`config.mk`:
```
export PLATFORM = sky130hd
export DESIGN_NAME = lag_traffic_sink
export DESIGN_NICKNAME = d
export VERILOG_FILES = /design/src/rtl/lag_traffic_sink.sv
export SDC_FILE = /design/constraint.sdc
export NUM_CORES = 1
export LEC_CHECK = 0
export BUFFER_PORTS_ARGS = -buffer_cell sky130_fd_sc_hd__buf_2
export CAP_MARGIN = 5
export CELL_PAD_IN_SITES_DETAIL_PLACEMENT = 0
export CELL_PAD_IN_SITES_GLOBAL_PLACEMENT = 2
export CORE_MARGIN = 2
export CORE_UTILIZATION = 30
export CTS_BUF_LIST = sky130_fd_sc_hd__clkbuf_16
export DETAILED_ROUTE_END_ITERATION = 16
export PLACE_DENSITY = 0.9
export SLEW_MARGIN = 20
export SYNTH_ARGS = -nofsm -noshare
export SYNTH_HDL_FRONTEND = slang
export SYNTH_SLANG_ARGS = --single-unit
```
`constraint.sdc`:
```
create_clock -name clk -period 4 [get_ports clk]
set_clock_uncertainty 0.1 [all_clocks]
set_input_delay 0.4 -clock clk [delete_from_list [all_inputs] [get_ports clk]]
set_output_delay 0.4 -clock clk [all_outputs]
set_load 0.02 [all_outputs]
```
`src/rtl/lag_traffic_sink.sv`:
```
// Ejection-side traffic sink for a LAG mesh router: checks packet framing and counts flits, packets and latency.
// Define LAG_SINK_LATENCY_EN to build the latency accumulator and the max_latency_o port.
package lag_sink_pkg;
    typedef struct packed {
        logic valid;
        logic head;
        logic tail;
    } flit_control_t;

    typedef struct packed {
        logic [15:0] packet_id;
        logic [15:0] flit_id;
        logic [31:0] inject_time;
        logic [3:0]  xsrc;
        logic [3:0]  ysrc;
        logic [3:0]  xdest;
        logic [3:0]  ydest;
    } flit_debug_t;

    typedef struct packed {
        flit_control_t control;
        logic [31:0]   data;
        flit_debug_t   debug;
    } flit_t;
endpackage

module lag_traffic_sink
    import lag_sink_pkg::*;
#(
    parameter int np            = 4,
    parameter int xpos          = 0,
    parameter int ypos          = 0,
    parameter int packet_length = 3,
    parameter int stall_period  = 0
) (
    input  logic            clk,
    input  logic            rst_n,
    input  flit_t           flit_in,
    output logic [np-1:0]   ready_o,
    output logic [31:0]     flits_received_o,
    output logic [31:0]     packets_received_o,
    output logic [63:0]     latency_sum_o,
`ifdef LAG_SINK_LATENCY_EN
    output logic [31:0]     max_latency_o,
`endif
    output logic            error_o,
    output logic [2:0]      error_code_o
);

    localparam logic [0:0]  ST_IDLE   = 1'b0;
    localparam logic [0:0]  ST_BODY   = 1'b1;
    localparam logic [15:0] PKT_LEN   = 16'(packet_length);
    localparam logic [3:0]  X_POS     = 4'(xpos);
    localparam logic [3:0]  Y_POS     = 4'(ypos);
    localparam logic [31:0] PHASE_MAX = (stall_period > 0) ? 32'(stall_period - 1) : 32'd0;

    logic [0:0]  state;
    logic [15:0] flit_count;
    logic [15:0] cnt_next;
    logic [15:0] pkt_id_r;
    logic [3:0]  xsrc_r;
    logic [3:0]  ysrc_r;
    logic [31:0] sys_time;
    logic [31:0] phase;
    logic [31:0] flits_r;
    logic [31:0] pkts_r;
    logic        run;
    logic        rdy;
    logic        accept;
    logic        is_last;
    logic        err_now;
    logic        complete;
    logic        error_r;
    logic [2:0]  code_r;
    logic [7:1]  flags;

    function automatic logic [2:0] first_code(input logic [7:1] f);
        logic [2:0] code;
        code = 3'd0;
        for (int k = 7; k >= 1; k--) begin
            if (f[k]) code = 3'(k);
        end
        return code;
    endfunction

    // phase tracks sys_time mod stall_period without a divider; it restarts when sys_time wraps
    assign rdy     = run && !(stall_period > 0 && phase == PHASE_MAX);
    assign ready_o = {{(np-1){1'b0}}, rdy};

    always_ff @(posedge clk or negedge rst_n) begin
        if (!rst_n) begin
            run      <= 1'b0;
            sys_time <= '0;
            phase    <= '0;
        end else if (!run) begin
            run <= 1'b1;
        end else begin
            sys_time <= sys_time + 32'd1;
            if (sys_time == '1 || phase == PHASE_MAX) phase <= '0;
            else                                      phase <= phase + 32'd1;
        end
    end

    always_comb begin
        accept   = flit_in.control.valid && rdy;
        cnt_next = (state == ST_IDLE || flit_in.control.head) ? 16'd1 : flit_count + 16'd1;
        is_last  = (cnt_next == PKT_LEN);
        flags    = '0;
        flags[1] = accept && state == ST_IDLE && !flit_in.control.head;
        flags[2] = accept && state == ST_BODY && flit_in.control.head;
        flags[3] = accept && (flit_in.control.tail != is_last);
        flags[4] = accept && (flit_in.debug.xdest != X_POS || flit_in.debug.ydest != Y_POS);
        flags[5] = accept && (flit_in.debug.flit_id != cnt_next);
        flags[6] = accept && state == ST_BODY &&
                   (flit_in.debug.packet_id != pkt_id_r ||
                    flit_in.debug.xsrc != xsrc_r || flit_in.debug.ysrc != ysrc_r);
        flags[7] = flit_in.control.valid && !rdy;
        err_now  = |flags[6:1];
        complete = accept && !err_now && is_last;
    end

    // any head restarts a packet, so an erroneous head resynchronises into BODY
    always_ff @(posedge clk or negedge rst_n) begin
        if (!rst_n) begin
            state      <= ST_IDLE;
            flit_count <= '0;
            pkt_id_r   <= '0;
            xsrc_r     <= '0;
            ysrc_r     <= '0;
        end else if (accept) begin
            if (flit_in.control.head) begin
                state      <= (PKT_LEN == 16'd1) ? ST_IDLE : ST_BODY;
                flit_count <= 16'd1;
                pkt_id_r   <= flit_in.debug.packet_id;
                xsrc_r     <= flit_in.debug.xsrc;
                ysrc_r     <= flit_in.debug.ysrc;
            end else if (err_now) begin
                state <= ST_IDLE;
            end else begin
                flit_count <= cnt_next;
                state      <= is_last ? ST_IDLE : ST_BODY;
            end
        end
    end

    always_ff @(posedge clk or negedge rst_n) begin
        if (!rst_n) begin
            flits_r <= '0;
            pkts_r  <= '0;
            error_r <= 1'b0;
            code_r  <= 3'd0;
        end else begin
            if (accept)   flits_r <= flits_r + 32'd1;
            if (complete) pkts_r  <= pkts_r + 32'd1;
            if (!error_r && |flags) begin
                error_r <= 1'b1;
                code_r  <= first_code(flags);
            end
        end
    end

    assign flits_received_o   = flits_r;
    assign packets_received_o = pkts_r;
    assign error_o            = error_r;
    assign error_code_o       = code_r;

`ifdef LAG_SINK_LATENCY_EN
    logic [31:0] inject_r;
    logic [31:0] lat_now;
    logic [63:0] lat_sum_r;
    logic [31:0] lat_max_r;
    logic        unused_bits;

    // a single-flit packet completes in IDLE, so its inject time comes straight off the flit
    assign lat_now = sys_time - ((state == ST_IDLE) ? flit_in.debug.inject_time : inject_r);

    always_ff @(posedge clk or negedge rst_n) begin
        if (!rst_n) begin
            inject_r  <= '0;
            lat_sum_r <= '0;
            lat_max_r <= '0;
        end else begin
            if (accept && flit_in.control.head) inject_r <= flit_in.debug.inject_time;
            if (complete) begin
                lat_sum_r <= lat_sum_r + {32'd0, lat_now};
                if (lat_now > lat_max_r) lat_max_r <= lat_now;
            end
        end
    end

    assign latency_sum_o = lat_sum_r;
    assign max_latency_o = lat_max_r;
    assign unused_bits   = ^flit_in.data;
`else
    logic unused_bits;
    assign latency_sum_o = '0;
    assign unused_bits   = ^{flit_in.data, flit_in.debug.inject_time};
`endif

endmodule
```
==> run summary, run 1 <==
Status - completed
Layout area overhead - 18.8%
# Post-CTS Setup Buffers - 0
GRT Total Usage - 14.6%
Share of the clock period used by the worst path - 93.5%
Worst Path Required - 4170 ps
GR peak layer - met2
Slowest cell delay on critical path - 490 ps
Clock transition at the registers of the reported paths - 80 ps
Maximum clock path buffer count - 2
Final-stage net count - 992
Post-synth EDFFs - 0
Initial antenna violation count - 1
Overflow after GRT - 0
Remaining DRCs - 0
Most frequent CP cell - buf_4
Ranking of synthesized cells by area - dfrtp_1 (40%), buf_4 (7.7%), xor2_1 (7.4%)
Clk sinks - 110
FILL cells - 2370
Critical Setup Path Class - reg -> reg
First DRT Iteration DRCs - 292
Yosys top cell by area - dfrtp_1
Post-synth top area share - 39.6%
Seq/Total Area, Yosys - 39.6%
Number of max-cap violations - 0
Post-Syn Area - 6950 µm²
Leakage power - 3.94 nW
Syn_area_per_cell - 9.66 µm²
Relative slew margins - 42.3%
CP Capture Type - flip-flop
# rows - 55
Worst setup SP type - flip-flop
Htree depth - 3
Die ar. - 24400 µm²
Top-count cell post-synth - dfrtp_1
Port Buffers - 121
Met1 Usage GRT - 19.9%
HP Class - in -> reg
Tot Pwr - 2.63 mW
Worst reg2reg path depth - 11
Final WL - 17600 µm
Core Footprint - 22700 µm²
Ys async rst share - 100%
Reg2reg setup slack - 260 ps
GR Layer Usage met2 - 23.8%
Share of post-route cells with drive strength above 1 - 27.7%
Endpoints failing setup - 0
Post-synth top cells - dfrtp_1 (110), buf_4 (71), xor2_1 (59), nand2_1 (51), xnor2_1 (43)
IO Pins - 253
Post-synthesis register bit count - 110
Pin count of the biggest net entering global routing - 84
Tmin final - 3740 ps
Final HPWL DP - 13000 µm
Clock Latency Late Sink - 370 ps
Synth warn - 0
Max Slew Vio Count - 0
Drt via density - 4.83
Peak supply drop - 0.199 mV
Antenna-violating nets left - 0
Power Density - 318 nW/µm²
Routed vias - 5619
Worst-Margin Slew - 864 ps
Die Width - 156 µm
RSZ-0062 raised after global routing - false
Vias in the first global route - 5371
Crit path DAT - 3900 ps
Initial Utilization - 30.6%
Crit-path max FO - 15
TritonCTS buffer count - 9
Cells after Synth - 719
RePlAce Congestion - 0.837
Post-CTS Resized - 0
First-pass DRT Iterations - 4
Fmax - 267 MHz
M3 GR Usage - 2.72%
First-pass GRT wire length - 28400 µm
Chip height - 156 µm
Setup TNS - 0 ps
CTS tree - built
CTS Hold Bufs - 1
Worst Setup EP - flit_count[9]$_DFFE_PN0P_
CP Launch Point - flit_count[6]$_DFFE_PN0P_
Clk root buf - clkbuf_16
Endpoints failing hold - 0
Avg WL per Cell - 15.1 µm
Reg2reg start - flit_count[6]$_DFFE_PN0P_
Final Util - 36.4%
Main synth FF type - dfrtp_1
Slowest cell on the critical path - dfrtp_1
Reg2reg end - flit_count[9]$_DFFE_PN0P_
Number of distinct library cells after synthesis - 70
Crit path cell chain - nand4_2 > nor3_1 > mux2_2 > a211oi_1 > nand4_1 > or3_1 > nor4_1 > buf_4 > nand3_1 > buf_4 > o31ai_1
## how the worst min path moves through the flow
stage	cells after the start	slack, ps	to	startpoint
2_1_floorplan	0	4	error_code_o[0]$_DFFE_PN0P_	rst_n
3_3_place_gp	1	250	flits_received_o[31]$_DFFE_PN0P_	rst_n
3_5_place_dp	1	250	flits_received_o[19]$_DFFE_PN0P_	rst_n
4_1_cts	2	170	error_o$_DFFE_PN0P_	flit_in[114]
5_1_grt	2	190	error_o$_DFFE_PN0P_	flit_in[114]
6_report	2	170	error_o$_DFFE_PN0P_	flit_in[114]
## state kept, by name, summed over array words and instances, names as in the netlist
| name | flops |
|---|---|
| flit_count | 16 |
| pkt_id_r | 16 |
| packets_received_o | 32 |
| error_o | 1 |
| flits_received_o | 32 |
| xsrc_r | 4 |
| state | 1 |
| ysrc_r | 4 |
| rdy | 1 |
| error_code_o | 3 |
## layout make-up
type / count / area, µm² / share of cell area, %
flip-flops and latches: 110 / 2750 / 33.3
well taps: 285 / 357 / 4.32
clock inverters: 7 / 72.6 / 0.879
clock buffers: 9 / 225 / 2.73
multi-input cells: 562 / 3710 / 45.0
repair buffers: 179 / 1100 / 13.3
inverters: 10 / 37.5 / 0.455
diodes: 1 / 2.50 / 0.0303
## critical path, delay by kind of cell, from the launching register on
family                 cells  cell delay, ps
buffers and inverters      2             390
AO/OA/AOI/OAI              2             430
AND/OR/NAND/NOR            6            1830
multiplexers               1             400
flip-flops                 1             490
## cell families after synthesis
family / share of synthesized area (%)
muxes: 4.52
other: 0.108
AOI/OAI and AO/OA: 8.16
adders and majority gates: 0.540
xor gates and xnor gates: 13.2
buffers and inverters: 10.5
DFF: 39.6
and+or+nand+nor: 23.4
## cell usage in the layout (no fill, tap or decap), types with 7 or more instances in the layout
master,instances
buf_2,120
nor2_1,39
mux2_2,27
dfrtp_1,110
nand4_1,28
nor4_1,21
nand3_1,36
buf_4,54
and3_1,14
o31ai_1,12
inv_1,10
clkbuf_16,9
xor2_1,59
nor3_1,20
nand2b_1,9
a21oi_1,11
nand2_1,51
conb_1,68
or3_1,7
xnor2_1,43
o21ai_0,26
## metrics by stage
| stage | hold slack, ps | cell area, µm² | setup WS (ps) | cells |
|---|---|---|---|---|
| floorplan | 4.41 | 7200 | 816 | 785 |
| global placement | 252 | 7950 | 299 | 1145 |
| detailed placement | 248 | 7950 | 304 | 1145 |
| CTS | 165 | 8250 | 374 | 1162 |
| global route | 186 | 8250 | 63.0 | 1162 |
| finish | 173 | 8260 | 260 | 1163 |
## metal layers
layer / vias up / wire length [µm]
met1: 2731 / 8250
met4: 0 / 266
met2: 134 / 8250
met3: 17 / 806
met5: - / 0
li1: 2737 / -
## power by group
part / total [mW] / switching, mW / leakage [nW] / internal, mW
Clock: 0.930 / 0.487 / 0.147 / 0.443
Sequential: 1.25 / 0.0626 / 1.44 / 1.19
Combinational: 0.447 / 0.266 / 2.35 / 0.181
Note: power is estimated with default switching activity, not from simulation.
==> run 2, diff against run 1 <==
--- a/config.mk
+++ b/config.mk
@@ -5,15 +5,15 @@
 export SDC_FILE = /design/constraint.sdc
 export NUM_CORES = 1
 export LEC_CHECK = 0
-export BUFFER_PORTS_ARGS = -buffer_cell sky130_fd_sc_hd__buf_2
 export CAP_MARGIN = 5
 export CELL_PAD_IN_SITES_DETAIL_PLACEMENT = 0
 export CELL_PAD_IN_SITES_GLOBAL_PLACEMENT = 2
 export CORE_MARGIN = 2
-export CORE_UTILIZATION = 30
+export CORE_UTILIZATION = 38
 export CTS_BUF_LIST = sky130_fd_sc_hd__clkbuf_16
 export DETAILED_ROUTE_END_ITERATION = 16
-export PLACE_DENSITY = 0.9
+export DONT_BUFFER_PORTS = 1
+export PLACE_DENSITY = 0.89
 export SLEW_MARGIN = 20
 export SYNTH_ARGS = -nofsm -noshare
 export SYNTH_HDL_FRONTEND = slang
==> run 2 against run 1 <==
Sequential power rose by 4%. Maximum frequency rose by 1.6%. Via count fell by 6.5%. Power fell by 3.0%. Utilization rose by 5.3 points.
==> run summary, run 2 (same netlist as run 1, synthesis figures left out) <==
Status - completed (unchanged)
Routed vias - 5254 (was 5619)
RePlAce Congestion - 0.857 (was 0.837)
Die ar. - 19400 µm² (was 24400 µm²)
First DRT Iteration DRCs - 280 (was 292)
Layout Cells excl Fill - 975 (was 1163)
Crit path DAT - 3830 ps (was 3900 ps)
# diodes - 0 (was 1)
Final Util - 41.6% (was 36.4%)
Overflow after GRT - 0 (unchanged)
Leakage power - 3.32 nW (was 3.94 nW)
Hold path startpoint - flit_in[114] (unchanged)
Avg WL per Cell - 17.4 µm (was 15.1 µm)
Share of post-route cells with drive strength above 1 - 14.7% (was 27.7%)
Most frequent cells in the layout - dfrtp_1 (110), conb_1 (68), xor2_1 (59), nand2_1 (51), buf_4 (46) (was buf_2 (120), dfrtp_1 (110), conb_1 (68), xor2_1 (59), buf_4 (54))
Clk root buf - clkbuf_16 (unchanged)
Relative slew margins - 43.9% (was 42.3%)
Pin count of the biggest net entering global routing - 111 (was 84)
CTS Hold Bufs - 2 (was 1)
DP Area - 7150 µm² (was 7950 µm²)
Initial Utilization - 38.7% (was 30.6%)
First-pass DRT Iterations - 4 (unchanged)
Htree depth - 3 (unchanged)
Final-stage net count - 862 (was 992)
# rows - 49 (was 55)
Commonest non-fill, non-tap cell in the layout - dfrtp_1 (was buf_2)
CTS tree - built (unchanged)
Max Slew Vio Count - 0 (unchanged)
First-pass GRT wire length - 27300 µm (was 28400 µm)
Chip height - 139 µm (was 156 µm)
Initial antenna violation count - 0 (was 1)
Reg2reg end - flit_count[9]$_DFFE_PN0P_ (unchanged)
Worst-Margin Slew - 840 ps (was 864 ps)
Clock transition at the registers of the reported paths - 80 ps (about the same)
Share of the clock period used by the worst path - 92.0% (was 93.5%)
Fin Hold WS - 64.7 ps (was 173 ps)
Vias in the first global route - 5257 (was 5371)
Endpoints failing setup - 0 (unchanged)
Endpoints failing hold - 0 (unchanged)
Place WS - 306 ps (was 304 ps)
Final HPWL DP - 12700 µm (was 13000 µm)
Setup slack after layout - 320 ps (was 260 ps)
Tmin final - 3680 ps (was 3740 ps)
Remaining DRCs - 0 (unchanged)
Tot Pwr - 2.55 mW (was 2.63 mW)
Post-Place Cells - 958 (was 1145)
Port Buffers - 0 (was 121)
Worst reg2reg path depth - 12 (was 11)
Number of max-cap violations - 0 (unchanged)
Hold path depth - 1 (was 2)
Fin area - 7480 µm² (was 8260 µm²)
Critical Setup Path Class - reg -> reg (unchanged)
GRT Total Usage - 17.4% (was 14.6%)
TritonCTS buffer count - 9 (unchanged)
Final WL - 17000 µm (was 17600 µm)
Layout area overhead - 7.65% (was 18.8%)
# Post-CTS Setup Buffers - 0 (unchanged)
Drt via density - 5.39 (was 4.83)
Clk sinks - 110 (unchanged)
Crit-path max FO - 13 (was 15)
IO Pins - 253 (unchanged)
Setup TNS - 0 ps (unchanged)
Fmax - 272 MHz (was 267 MHz)
Maximum clock path buffer count - 2 (unchanged)
Reg2reg start - flit_count[7]$_DFFE_PN0P_ (was flit_count[6]$_DFFE_PN0P_)
Power Density - 341 nW/µm² (was 318 nW/µm²)
Core Footprint - 18000 µm² (was 22700 µm²)
Peak supply drop - 0.228 mV (was 0.199 mV)
HP Class - in -> reg (unchanged)
Worst Path Required - 4150 ps (was 4170 ps)
Clock Latency Late Sink - 350 ps (was 370 ps)
Worst setup SP type - flip-flop (unchanged)
RSZ-0062 raised after global routing - false (unchanged)
Antenna-violating nets left - 0 (unchanged)
Reg2reg setup slack - 320 ps (was 260 ps)
CP Capture Type - flip-flop (unchanged)
Hold Crit Endpoint - error_o$_DFFE_PN0P_ (unchanged)
Post-CTS Resized - 0 (unchanged)
Die Width - 139 µm (was 156 µm)
-- run 2: cell count changes in the layout (fill, tap and decap cells not counted), moves of 2 or more --
cell      change
buf_12        -3
buf_2       -120
buf_4         -8
clkinv_8      -2
inv_1         +2
inv_6         -2
-- run 2: critical path: stages (launching register included) --
cell and delay, ps:
dfrtp_1 520, nand4_2 390, buf_4 280, o21ai_0 290, o2111ai_1 210, nor4_1 280
nand4_1 210, or3_1 410, nor4_1 180, buf_4 170, nand3_1 120, buf_4 190
o31ai_1 220
-- run 2: where the power goes --
group,total (mW),switching (mW),internal [mW]
logic,0.336,0.196,0.141
clock network,0.914,0.430,0.484
registers,1.30,0.111,1.19
total,2.55,0.737,1.81
-- run 2: worst max-delay path by stage --
stage,cells after the start,startpoint,end
2_1_floorplan,10,flit_count[1]$_DFFE_PN0P_,flit_count[0]$_DFFE_PN0P_
3_3_place_gp,10,flit_in[113],packets_received_o[15]$_DFFE_PN0P_
3_5_place_dp,10,flit_in[113],packets_received_o[15]$_DFFE_PN0P_
4_1_cts,10,state$_DFFE_PN0P_,packets_received_o[15]$_DFFE_PN0P_
5_1_grt,10,flit_count[7]$_DFFE_PN0P_,packets_received_o[19]$_DFFE_PN0P_
6_report,12,flit_count[7]$_DFFE_PN0P_,flit_count[9]$_DFFE_PN0P_
-- run 2: area by class of cell --
| class | instances | area (µm²) |
|---|---|---|
| fillers | 1762 | 10500 |
| flip-flops and latches | 110 | 2750 |
| inverters | 10 | 37.5 |
| repair buffers | 49 | 403 |
| well taps | 229 | 287 |
| clock buffers | 9 | 225 |
| clock inverters | 6 | 62.6 |
| multi-input cells | 562 | 3710 |
-- run 2: metal layers --
| layer | vias up | global-route usage (%) | share of wire, % |
|---|---|---|---|
| li1 | 2472 | - | - |
| met1 | 2593 | 21.2 | 43 |
| met2 | 168 | 30.2 | 49 |
| met3 | 21 | 4.65 | 6.2 |
| met4 | 0 | 5.26 | 1.8 |
| met5 | - | 0 | 0 |
